## src/rtl/nurn_ctrl_pkg.sv

```systemverilog
// Shared encodings for the neuron-core recall controller: FSM states,
// adder/write-back select codes, status word offsets and neuron types.
package nurn_ctrl_pkg;

  typedef enum logic [7:0] {
    S_IDLE     = 8'b0000_0001,
    S_ACC_WT   = 8'b0000_0010,
    S_ACC_BIAS = 8'b0000_0100,
    S_ACC_MEMB = 8'b0000_1000,
    S_LEAK     = 8'b0001_0000,
    S_THRESH   = 8'b0010_0000,
    S_WR_BACK  = 8'b0100_0000,
    S_DRAIN    = 8'b1000_0000
  } rclState_e;

  localparam logic [2:0] ADD_WT     = 3'd0;
  localparam logic [2:0] ADD_BIAS   = 3'd1;
  localparam logic [2:0] ADD_MEMB   = 3'd2;
  localparam logic [2:0] ADD_NEG_TH = 3'd3;
  localparam logic [2:0] ADD_LEAK   = 3'd4;

  localparam logic [1:0] WB_BIAS   = 2'd0;
  localparam logic [1:0] WB_MEMB   = 2'd1;
  localparam logic [1:0] WB_THRESH = 2'd2;

  localparam logic [1:0] OFF_BIAS   = 2'b00;
  localparam logic [1:0] OFF_MEMB   = 2'b01;
  localparam logic [1:0] OFF_THRESH = 2'b10;
  localparam logic [1:0] OFF_LEAK   = 2'b11;

  typedef enum logic [1:0] {
    NT_IF   = 2'd0,
    NT_RELU = 2'd1,
    NT_LIF  = 2'd2,
    NT_RSVD = 2'd3
  } nurnType_e;

  // Status word read by each status-accumulate state.
  function automatic logic [1:0] statOff(rclState_e s);
    case (s)
      S_ACC_MEMB: return OFF_MEMB;
      S_LEAK:     return OFF_LEAK;
      S_THRESH:   return OFF_THRESH;
      default:    return OFF_BIAS;
    endcase
  endfunction

endpackage

```

## src/rtl/nurn_cntr.sv

```systemverilog
// Saturating up-counter with clear and enable; exposes its next value so the
// controller can register addresses for the cycle in which they are used.
module nurn_cntr #(
  parameter int unsigned W    = 2,
  parameter int unsigned TERM = 3
) (
  input  logic         clk_i,
  input  logic         rst_i,
  input  logic         clr,
  input  logic         en,
  output logic [W-1:0] cnt,
  output logic [W-1:0] cntNxt_c,
  output logic         done_c
);

  localparam logic [W-1:0] TermV = W'(TERM);

  always_comb begin
    cntNxt_c = cnt;
    if (clr) begin
      cntNxt_c = '0;
    end else if (en && (cnt != TermV)) begin
      cntNxt_c = cnt + W'(1);
    end
  end

  always_ff @(posedge clk_i) begin
    if (rst_i) begin
      cnt <= '0;
    end else begin
      cnt <= cntNxt_c;
    end
  end

  assign done_c = (cnt == TermV);

endmodule

```

## src/rtl/nurn_rcl_ctrlr.sv

```systemverilog
// Recall-phase controller: walks every neuron through weight, bias, membrane,
// leak and threshold accumulation, then writes the membrane potential back.
module nurn_rcl_ctrlr
  import nurn_ctrl_pkg::*;
#(
  parameter int unsigned NUM_NURNS  = 4,
  parameter int unsigned NUM_AXONS  = 4,
  parameter int unsigned NURN_W     = $clog2(NUM_NURNS),
  parameter int unsigned AXON_W     = $clog2(NUM_AXONS),
  parameter bit          SKIP_EMPTY = 1'b1
) (
  input  logic                     clk_i,
  input  logic                     rst_i,
  input  logic                     start_i,
  output logic                     busy_o,
  output logic                     done_o,
  input  logic [NUM_AXONS-1:0]     spkVld_i,
  input  logic [1:0]               NurnType_i,
  output logic                     rdEn_Config_o,
  output logic [NURN_W-1:0]        Addr_Config_o,
  output logic                     rdEn_Wt_o,
  output logic [NURN_W+AXON_W-1:0] Addr_Wt_o,
  output logic                     rdEn_StatRd_A_o,
  output logic [NURN_W+1:0]        Addr_StatRd_A_o,
  output logic                     wrEn_StatWr_B_o,
  output logic [NURN_W+1:0]        Addr_StatWr_B_o,
  output logic [1:0]               sel_wrBackStat_B_o,
  output logic                     rstAcc_o,
  output logic                     accEn_o,
  output logic                     cmp_th_o,
  output logic                     buffMembPot_o,
  output logic [2:0]               sel_rclAdd_B_o,
  output logic                     lrnReq_o,
  output logic [NURN_W-1:0]        lrnNurn_o
);

  rclState_e         state, stNxt;
  logic [NURN_W-1:0] nurn, nurnNxt;
  logic [AXON_W-1:0] axon, axonNxt;
  logic              nurnDone, nurnClr, nurnEn;
  logic              axonDone, axonClr, axonEn;
  logic              spkEmpty, isLif, isRelu, firstSt;

  assign spkEmpty = SKIP_EMPTY && (spkVld_i == '0);
  assign isLif    = (NurnType_i == NT_LIF);
  assign isRelu   = (NurnType_i == NT_RELU);

  nurn_cntr #(.W(NURN_W), .TERM(NUM_NURNS - 1)) uNurnCntr (
    .clk_i    (clk_i),
    .rst_i    (rst_i),
    .clr      (nurnClr),
    .en       (nurnEn),
    .cnt      (nurn),
    .cntNxt_c (nurnNxt),
    .done_c   (nurnDone)
  );

  nurn_cntr #(.W(AXON_W), .TERM(NUM_AXONS - 1)) uAxonCntr (
    .clk_i    (clk_i),
    .rst_i    (rst_i),
    .clr      (axonClr),
    .en       (axonEn),
    .cnt      (axon),
    .cntNxt_c (axonNxt),
    .done_c   (axonDone)
  );

  // Next state and counter control.
  always_comb begin
    stNxt   = state;
    nurnClr = 1'b0;
    nurnEn  = 1'b0;
    axonClr = 1'b0;
    axonEn  = 1'b0;
    case (state)
      S_IDLE: begin
        if (start_i) begin
          stNxt   = spkEmpty ? S_ACC_BIAS : S_ACC_WT;
          nurnClr = 1'b1;
          axonClr = 1'b1;
        end
      end
      S_ACC_WT: begin
        if (axonDone) stNxt = S_ACC_BIAS;
        else          axonEn = 1'b1;
      end
      S_ACC_BIAS: stNxt = S_ACC_MEMB;
      S_ACC_MEMB: stNxt = isLif ? S_LEAK : S_THRESH;
      S_LEAK:     stNxt = S_THRESH;
      S_THRESH:   stNxt = S_WR_BACK;
      S_WR_BACK: begin
        if (nurnDone) begin
          stNxt = S_DRAIN;
        end else begin
          stNxt   = spkEmpty ? S_ACC_BIAS : S_ACC_WT;
          nurnEn  = 1'b1;
          axonClr = 1'b1;
        end
      end
      S_DRAIN: stNxt = S_IDLE;
      default: stNxt = S_IDLE;
    endcase
  end

  // A new neuron begins: its type is fetched so it is valid by ACC_MEMB.
  assign firstSt = ((state == S_IDLE) || (state == S_WR_BACK)) &&
                   ((stNxt == S_ACC_WT) || (stNxt == S_ACC_BIAS));

  assign rstAcc_o = !rst_i && (((state == S_IDLE) && start_i) ||
                               ((state == S_WR_BACK) && !nurnDone));

  // Read strobes are set for the state being entered; accumulate strobes
  // follow the state that issued the read, matching the memory latency.
  always_ff @(posedge clk_i) begin
    if (rst_i) begin
      state              <= S_IDLE;
      busy_o             <= 1'b0;
      done_o             <= 1'b0;
      rdEn_Config_o      <= 1'b0;
      Addr_Config_o      <= '0;
      rdEn_Wt_o          <= 1'b0;
      Addr_Wt_o          <= '0;
      rdEn_StatRd_A_o    <= 1'b0;
      Addr_StatRd_A_o    <= '0;
      wrEn_StatWr_B_o    <= 1'b0;
      Addr_StatWr_B_o    <= '0;
      sel_wrBackStat_B_o <= WB_BIAS;
      accEn_o            <= 1'b0;
      cmp_th_o           <= 1'b0;
      buffMembPot_o      <= 1'b0;
      sel_rclAdd_B_o     <= ADD_WT;
      lrnReq_o           <= 1'b0;
      lrnNurn_o          <= '0;
    end else begin
      state         <= stNxt;
      busy_o        <= (stNxt != S_IDLE);
      done_o        <= (stNxt == S_DRAIN);
      rdEn_Config_o <= firstSt || (stNxt == S_ACC_MEMB);
      Addr_Config_o <= nurnNxt;

      rdEn_Wt_o <= 1'b0;
      if (stNxt == S_ACC_WT) begin
        rdEn_Wt_o <= spkVld_i[axonNxt];
        Addr_Wt_o <= {nurnNxt, axonNxt};
      end

      rdEn_StatRd_A_o <= 1'b0;
      if ((stNxt == S_ACC_BIAS) || (stNxt == S_ACC_MEMB) ||
          (stNxt == S_LEAK) || (stNxt == S_THRESH)) begin
        rdEn_StatRd_A_o <= 1'b1;
        Addr_StatRd_A_o <= {nurnNxt, statOff(stNxt)};
      end

      accEn_o        <= 1'b0;
      cmp_th_o       <= 1'b0;
      sel_rclAdd_B_o <= ADD_WT;
      case (state)
        S_ACC_WT:   accEn_o <= spkVld_i[axon];
        S_ACC_BIAS: begin accEn_o <= 1'b1; sel_rclAdd_B_o <= ADD_BIAS; end
        S_ACC_MEMB: begin accEn_o <= 1'b1; sel_rclAdd_B_o <= ADD_MEMB; end
        S_LEAK:     begin accEn_o <= 1'b1; sel_rclAdd_B_o <= ADD_LEAK; end
        S_THRESH: begin
          cmp_th_o <= 1'b1;
          if (isRelu) begin
            accEn_o        <= 1'b1;
            sel_rclAdd_B_o <= ADD_NEG_TH;
          end
        end
        default: ;
      endcase

      // Write-back targets the neuron just finished, latched before the counter moves.
      wrEn_StatWr_B_o <= (state == S_WR_BACK);
      buffMembPot_o   <= (state == S_WR_BACK);
      lrnReq_o        <= (state == S_WR_BACK);
      if (state == S_WR_BACK) begin
        Addr_StatWr_B_o    <= {nurn, OFF_MEMB};
        sel_wrBackStat_B_o <= WB_MEMB;
        lrnNurn_o          <= nurn;
      end
    end
  end

endmodule
```

## config.mk

```make
export PLATFORM = sky130hd
export DESIGN_NAME = nurn_rcl_ctrlr
export DESIGN_NICKNAME = d
export VERILOG_FILES = /design/src/rtl/nurn_ctrl_pkg.sv /design/src/rtl/nurn_cntr.sv /design/src/rtl/nurn_rcl_ctrlr.sv
export SDC_FILE = /design/constraint.sdc
export NUM_CORES = 1
export LEC_CHECK = 0
export BUFFER_PORTS_ARGS = -buffer_cell sky130_fd_sc_hd__clkbuf_2
export CAP_MARGIN = 5
export CORE_ASPECT_RATIO = 1.5
export CORE_MARGIN = 3
export CORE_UTILIZATION = 39
export DETAILED_ROUTE_END_ITERATION = 16
export SLEW_MARGIN = 20
export SYNTH_ARGS = -nofsm -noshare
export SYNTH_HDL_FRONTEND = slang
export SYNTH_HIERARCHICAL = 1
export SYNTH_SLANG_ARGS = --single-unit
```

## constraint.sdc

```tcl
create_clock -name clk_i -period 3.6 [get_ports clk_i]
set_input_delay 0.18 -clock clk_i [delete_from_list [all_inputs] [get_ports clk_i]]
set_output_delay 0.18 -clock clk_i [all_outputs]
set_load 0.02 [all_outputs]
```

Word level (Yosys, flattened, before mapping)
Cells that the tools add are included.
{"block": "word_totals", "regBits": 37, "latchBits": 0, "ram_bits": 0, "romBits": 0, "input_bits": 9, "out_inout_bits": 32, "word_cells": 88, "n_memories": 0}
{"block": "classes", "n_addsub": 2, "mul": 0, "n_div": 0, "magnitude_cmp": 2, "n_eq_ne": 20, "n_shift": 0, "n_mux": 28, "bitwise_logic": 1, "reduce_logical": 18}
{"op": "8-bit one-hot mux with 7 select lines", "count": 1}
{"op": "8-bit 2-to-1 mux", "count": 3}
{"op": "8-bit by 2-bit == test with 1-bit output, second input constant", "count": 2}
{"op": "8-bit by 3-bit == test with 1-bit output, second input constant", "count": 2}
{"op": "8-bit by 4-bit == test with 1-bit output, second input constant", "count": 2}
{"op": "8-bit by 5-bit == test with 1-bit output, second input constant", "count": 2}
{"op": "8-bit by 6-bit == test with 1-bit output, second input constant", "count": 2}
{"op": "3-bit one-hot mux with 4 select lines", "count": 1}
{"op": "1-bit 2-to-1 mux", "count": 11}
{"op": "2-bit 2-to-1 mux", "count": 5}
{"op": "8-bit by 1-bit == test with 1-bit output, second input constant", "count": 1}
{"op": "8-bit by 7-bit == test with 1-bit output, second input constant", "count": 1}
{"op": "8-bit == test, second input constant", "count": 1}
{"op": "8-bit by 1-bit != test with 1-bit output, second input constant", "count": 1}
{"op": "1-bit logical OR", "count": 7}
{"op": "2-bit == test, second input constant", "count": 3}
{"op": "1-bit logical AND", "count": 6}
{"op": "2-bit by 3-bit less-than comparator with 1-bit output, second input constant", "count": 2}
{"op": "6-bit 2-to-1 mux", "count": 1}
{"op": "2-bit one-hot mux with 3 select lines", "count": 1}
{"op": "2-bit by 1-bit adder with 2-bit output, second input constant", "count": 2}
{"op": "1-bit binary-select mux with 2-bit select", "count": 2}
{"op": "4-bit zero test", "count": 1}
{"op": "2-bit != test, second input constant", "count": 2}
{"op": "8 further kinds", "count": 9}

Longest topological paths before layout
{"block": "depth", "word_depth": 9, "mapped_depth": 12, "mapped_depth_nobuf": 11}

Hierarchy
Netlist, hierarchy kept.
{"module": "nurn_rcl_ctrlr", "instances": 1, "cells_per_inst": 158, "area_each_um2": 1458.9, "seq_area_each_um2": 640.6}
{"module": "nurn_cntr", "instances": 2, "cells_per_inst": 10, "area_each_um2": 102.6, "seq_area_each_um2": 40.0}

Worst setup path after synthesis
Ideal clock, no wire load.
{"block": "synth_path", "path_type": "flip-flop to flip-flop", "startpoint": "register state[4]", "endpoint": "register rdEn_Wt_o", "setup_time_ns": 0.131, "t_arrival_ns": 2.284, "required_time_ns": 3.469, "setup_slack_ns": 1.186, "path_stages_with_launch": 9, "path_buffers": 1, "period_less_slack_ns": 2.414, "cell_sequence": "dfxtp_1 -> buf_2 -> or4b_1 -> nor3_2 -> nor2b_4 -> mux2i_1 -> nor2_1 -> mux4_2 -> nor3b_2"}
{"block": "synth_between", "elab_chain_len": 7, "elab_cells_between_ends": 20, "cone_classes": "eq/ne: 8; mux: 9; bitwise: 1; reduce/logical: 2"}
{"element": "start, declared", "line_no": "nurn_rcl_ctrlr.sv:37", "rtl": "rclState_e state, stNxt;"}
{"element": "start signal, assigned", "line_no": "nurn_rcl_ctrlr.sv:135", "rtl": "state <= stNxt;"}
{"element": "8-bit by 2-bit == test with 1-bit output", "line_no": "nurn_rcl_ctrlr.sv:75", "rtl": "case (state)"}
{"element": "1-bit 2-to-1 mux", "line_no": "nurn_rcl_ctrlr.sv:75"}
{"element": "net axonEn", "line_no": "nurn_rcl_ctrlr.sv:41", "rtl": "logic axonDone, axonClr, axonEn;"}
{"element": "1-bit logical AND", "line_no": "nurn_cntr.sv:22", "rtl": "end else if (en && (cnt != TermV)) begin"}
{"element": "2-bit 2-to-1 mux", "line_no": "nurn_cntr.sv:22"}
{"element": "2-bit 2-to-1 mux", "line_no": "nurn_cntr.sv:20", "rtl": "if (clr) begin"}
{"element": "net axonNxt[1]", "line_no": "nurn_rcl_ctrlr.sv:39", "rtl": "logic [AXON_W-1:0] axon, axonNxt;"}
{"element": "1-bit binary-select mux with 2-bit select", "line_no": "nurn_rcl_ctrlr.sv:143", "rtl": "rdEn_Wt_o <= spkVld_i[axonNxt];"}
{"element": "1-bit 2-to-1 mux (not written as such)", "line_no": "nurn_rcl_ctrlr.sv:143"}
{"element": "end signal, assigned", "line_no": "nurn_rcl_ctrlr.sv:143"}
{"element": "end, declared", "line_no": "nurn_rcl_ctrlr.sv:21", "rtl": "output logic rdEn_Wt_o,"}
The timed path passes the listed nets, and every way through them passes these cells. The select of a mux whose other input is x is not followed.
A chain may end at the register's enable or synchronous reset.

Worst setup path in the final report
{"block": "layout_path", "startpoint": "register state[0]", "endpoint": "register rdEn_Wt_o"}
Same word-level chain as after synthesis.

==> flow_summary.ini <==
[placed_design]
io_buffers = 38
hpwlAfterDp_um = 2560
routabilityCongestion = 0.919
pre_cts_ws_ns = 1.05

[final_layout]
area_delta_synth_final_pct = 15.9
multi_input_area_sq_um = 836
drive_gt1_frac = 0.277
layout.nets = 223
fillCellCount = 393
fin_util = 0.479
layout_common_cells = clkbuf_2, dfxtp_1, nor2_1
layout_commonest_cell = clkbuf_2
regArea_sq_um = 721
n_antenna_cell = 0

[yosys]
synth_compound_area_frac = 0.114
synth_seq_cells = 36
ys_warn_count = 6
synth_top_area_cell = dfxtp_1
synth_top_family_by_area = simple AND/OR/NAND/NOR gates
syn-cell-area_sq_mm = 0.00166
yosysSeqAreaShare = 0.433
synthAdderAreaFrac = 0.0150
synth-edff-count = 0
synth.avg_cell_area_sq_um = 9.35
yosysTopAreaCellShare = 0.433
synth_xor_area_frac = 0.0158
async_flop_share = 0
yosys-mux-area-fraction = 0.0752
yosys.area_share.simple = 0.277
ys.flop_type = dfxtp_1
synth_cells = 178
synth.distinct_cells = 44
ys_top_cells_by_area = dfxtp_1, mux2i_1, nor2_1, nand2b_1, buf_4

[worst_setup_path]
crit_type = reg2reg
worstPathMaxFanout = 7
r2r_slack_ns = 1.05
cp_data_arrival_time_ns = 2.69
cp-end-kind = flop
cp-start-kind = flop
reg2reg_to = rdEn_Wt_o
r2r_start = state[0]
required_ns = 3.75
r2r_cells = 7
setup.worst_path.start = state[0]

[power_and_ir_drop]
power_density_mw_per_mm2 = 396
leakage_nw = 0.823
ir_drop_mv = 0.295

[timing]
timing.hold.ws_ns = 0.161
fmax_ghz = 0.392
layout_setup_ws_ns = 1.05
rsz0062_at_grt = false
setup_viol_count_final = 0
finalSetupTns_ns = 0
hold_viol_final = 0
min_period_ns = 2.55
maxSlewHeadroom = 0.536
finClkSkew_ns = 0.00604
worst_slew_pin_slew_ns = 0.689
drv_slew = 0
fin_crit_sh = 0.708

[drt]
firstDrtPassIters = 4
ant_nets = 0
wirelength_um = 3340
drc = 0
wire_per_inst_um = 12.9
vias_per_cell = 5.30
route.vias.total = 1368
drt_iter0_markers = 52

[hold_path]
min_path_cells = 3
holdPathEnd = state[4]
hold_class = in2reg
hold_start = NurnType_i[1]

[clocking]
cts_made_buffers = 5
postCtsSetupBuffers = 0
clk_pin_slew_worst_paths_ns = 0.07
cts_sinks = 36
clock_latency_ns = 0.29
cts_resized = 0
postCtsHoldBufs = 0
cts_buffer_depth = 2
cts-root-buf = clkbuf_8
cts_tree = built
cts-htree-levels = 2

[die]
rows = 28
die_x_um = 59.3
die_y_um = 86
core_sq_mm = 0.00403
start_util = 0.413
io-pin-count = 41
die-area_sq_mm = 0.00510

[global_route]
grt_first_pass_wirelength_um = 5820
grt_usage = 0.148
antenna_found_initial = 0
grt_pass1_vias = 1285
grt_max_degree = 40
grt.overflow.total = 0

[run]
max-cap-violations = 0

[status]
status = finished, final reports clean
## stage by stage
stage / instances / cell area, sq um / power (W)
after CTS: 258 / 1930 / 0.000775
final: 258 / 1930 / 0.000763
after global placement: 250 / 1840 / 0.000484
after global routing: 258 / 1930 / 0.000798
after floorplan: 179 / 1670 / 0.000465
after detailed placement: 250 / 1840 / 0.000483
## layer usage
| layer | global-route usage | vias up | part of all wire |
|---|---|---|---|
| met5 | 0 | - | 0 |
| met4 | 0.0660 | 0 | 0.025 |
| met3 | 0.0377 | 7 | 0.057 |
| met2 | 0.251 | 41 | 0.51 |
| met1 | 0.170 | 627 | 0.41 |
| li1 | - | 693 | - |
## sequential cells by signal (all words and copies together), names as in the netlist
signal / flops
done_o: 1
rdEn_Wt_o: 1
sel_rclAdd_B_o: 3
uAxonCntr/cnt: 2
busy_o: 1
accEn_o: 1
uNurnCntr/cnt: 2
state: 8
cmp_th_o: 1
Addr_StatWr_B_o: 1
Addr_Config_o: 2
lrnReq_o: 1
Addr_Wt_o: 4
lrnNurn_o: 2
Addr_StatRd_A_o: 4
rdEn_StatRd_A_o: 1
rdEn_Config_o: 1
## layout make-up
class	count	share of cell area
Multi-Input combinational cell	123	0.433
Timing Repair Buffer	39	0.102
Inverter	7	0.0136
Clock inverter	2	0.00519
Tap cell	45	0.0292
Clock buffer	6	0.0428
Sequential cell	36	0.374
## where the power goes
part / internal (W) / leakage, nW / total, W / switching [W]
logic: 0.0000264 / 0.481 / 0.0000671 / 0.0000407
registers: 0.000403 / 0.291 / 0.000407 / 0.00000407
clock network: 0.000152 / 0.0510 / 0.000289 / 0.000137
## synthesized netlist by cell type (2+ instances only)
cell type / n
nor4b_1: 2
nand2_1: 4
nor3_2: 2
mux4_2: 2
inv_1: 6
a21oi_1: 8
or4_1: 2
nand2b_1: 12
nor4_1: 2
mux2i_1: 8
nor3_1: 7
buf_4: 7
nor2b_1: 2
a31oi_1: 3
and2_1: 3
nand4_1: 2
ha_1: 2
nor2_1: 21
or3_1: 3
nand3_1: 9
a221o_1: 3
xnor2_1: 3
nor2b_4: 2
o21ai_0: 4
dfxtp_1: 36
clkbuf_1: 3
buf_2: 2
o22ai_1: 2
## worst max-delay path, stage by stage, from the launching register on
cell and delay, ns:
dfxtp_1 0.36, or4_1 0.62, nor3_2 0.29, nor2b_4 0.22, mux2i_1 0.09, nor2_1 0.17
mux4_2 0.51, nor3b_2 0.16
## cells by family after synthesis
logic type,Yosys count
xor+xnor,3
buf+inv,20
simple gates,79
fa+ha+maj,2
mux,10
other cells,1
flops,36
compound gates,27
## worst max-delay path by stage
stage,slack [ns],to
2_1_floorplan,1.19,rdEn_Wt_o
3_3_place_gp,1.09,rdEn_Wt_o
3_5_place_dp,1.05,rdEn_Wt_o
4_1_cts,1.03,rdEn_Wt_o
5_1_grt,0.88,rdEn_Wt_o
6_report,1.05,rdEn_Wt_o
No activity file was read; power rests on OpenSTA's default activity.
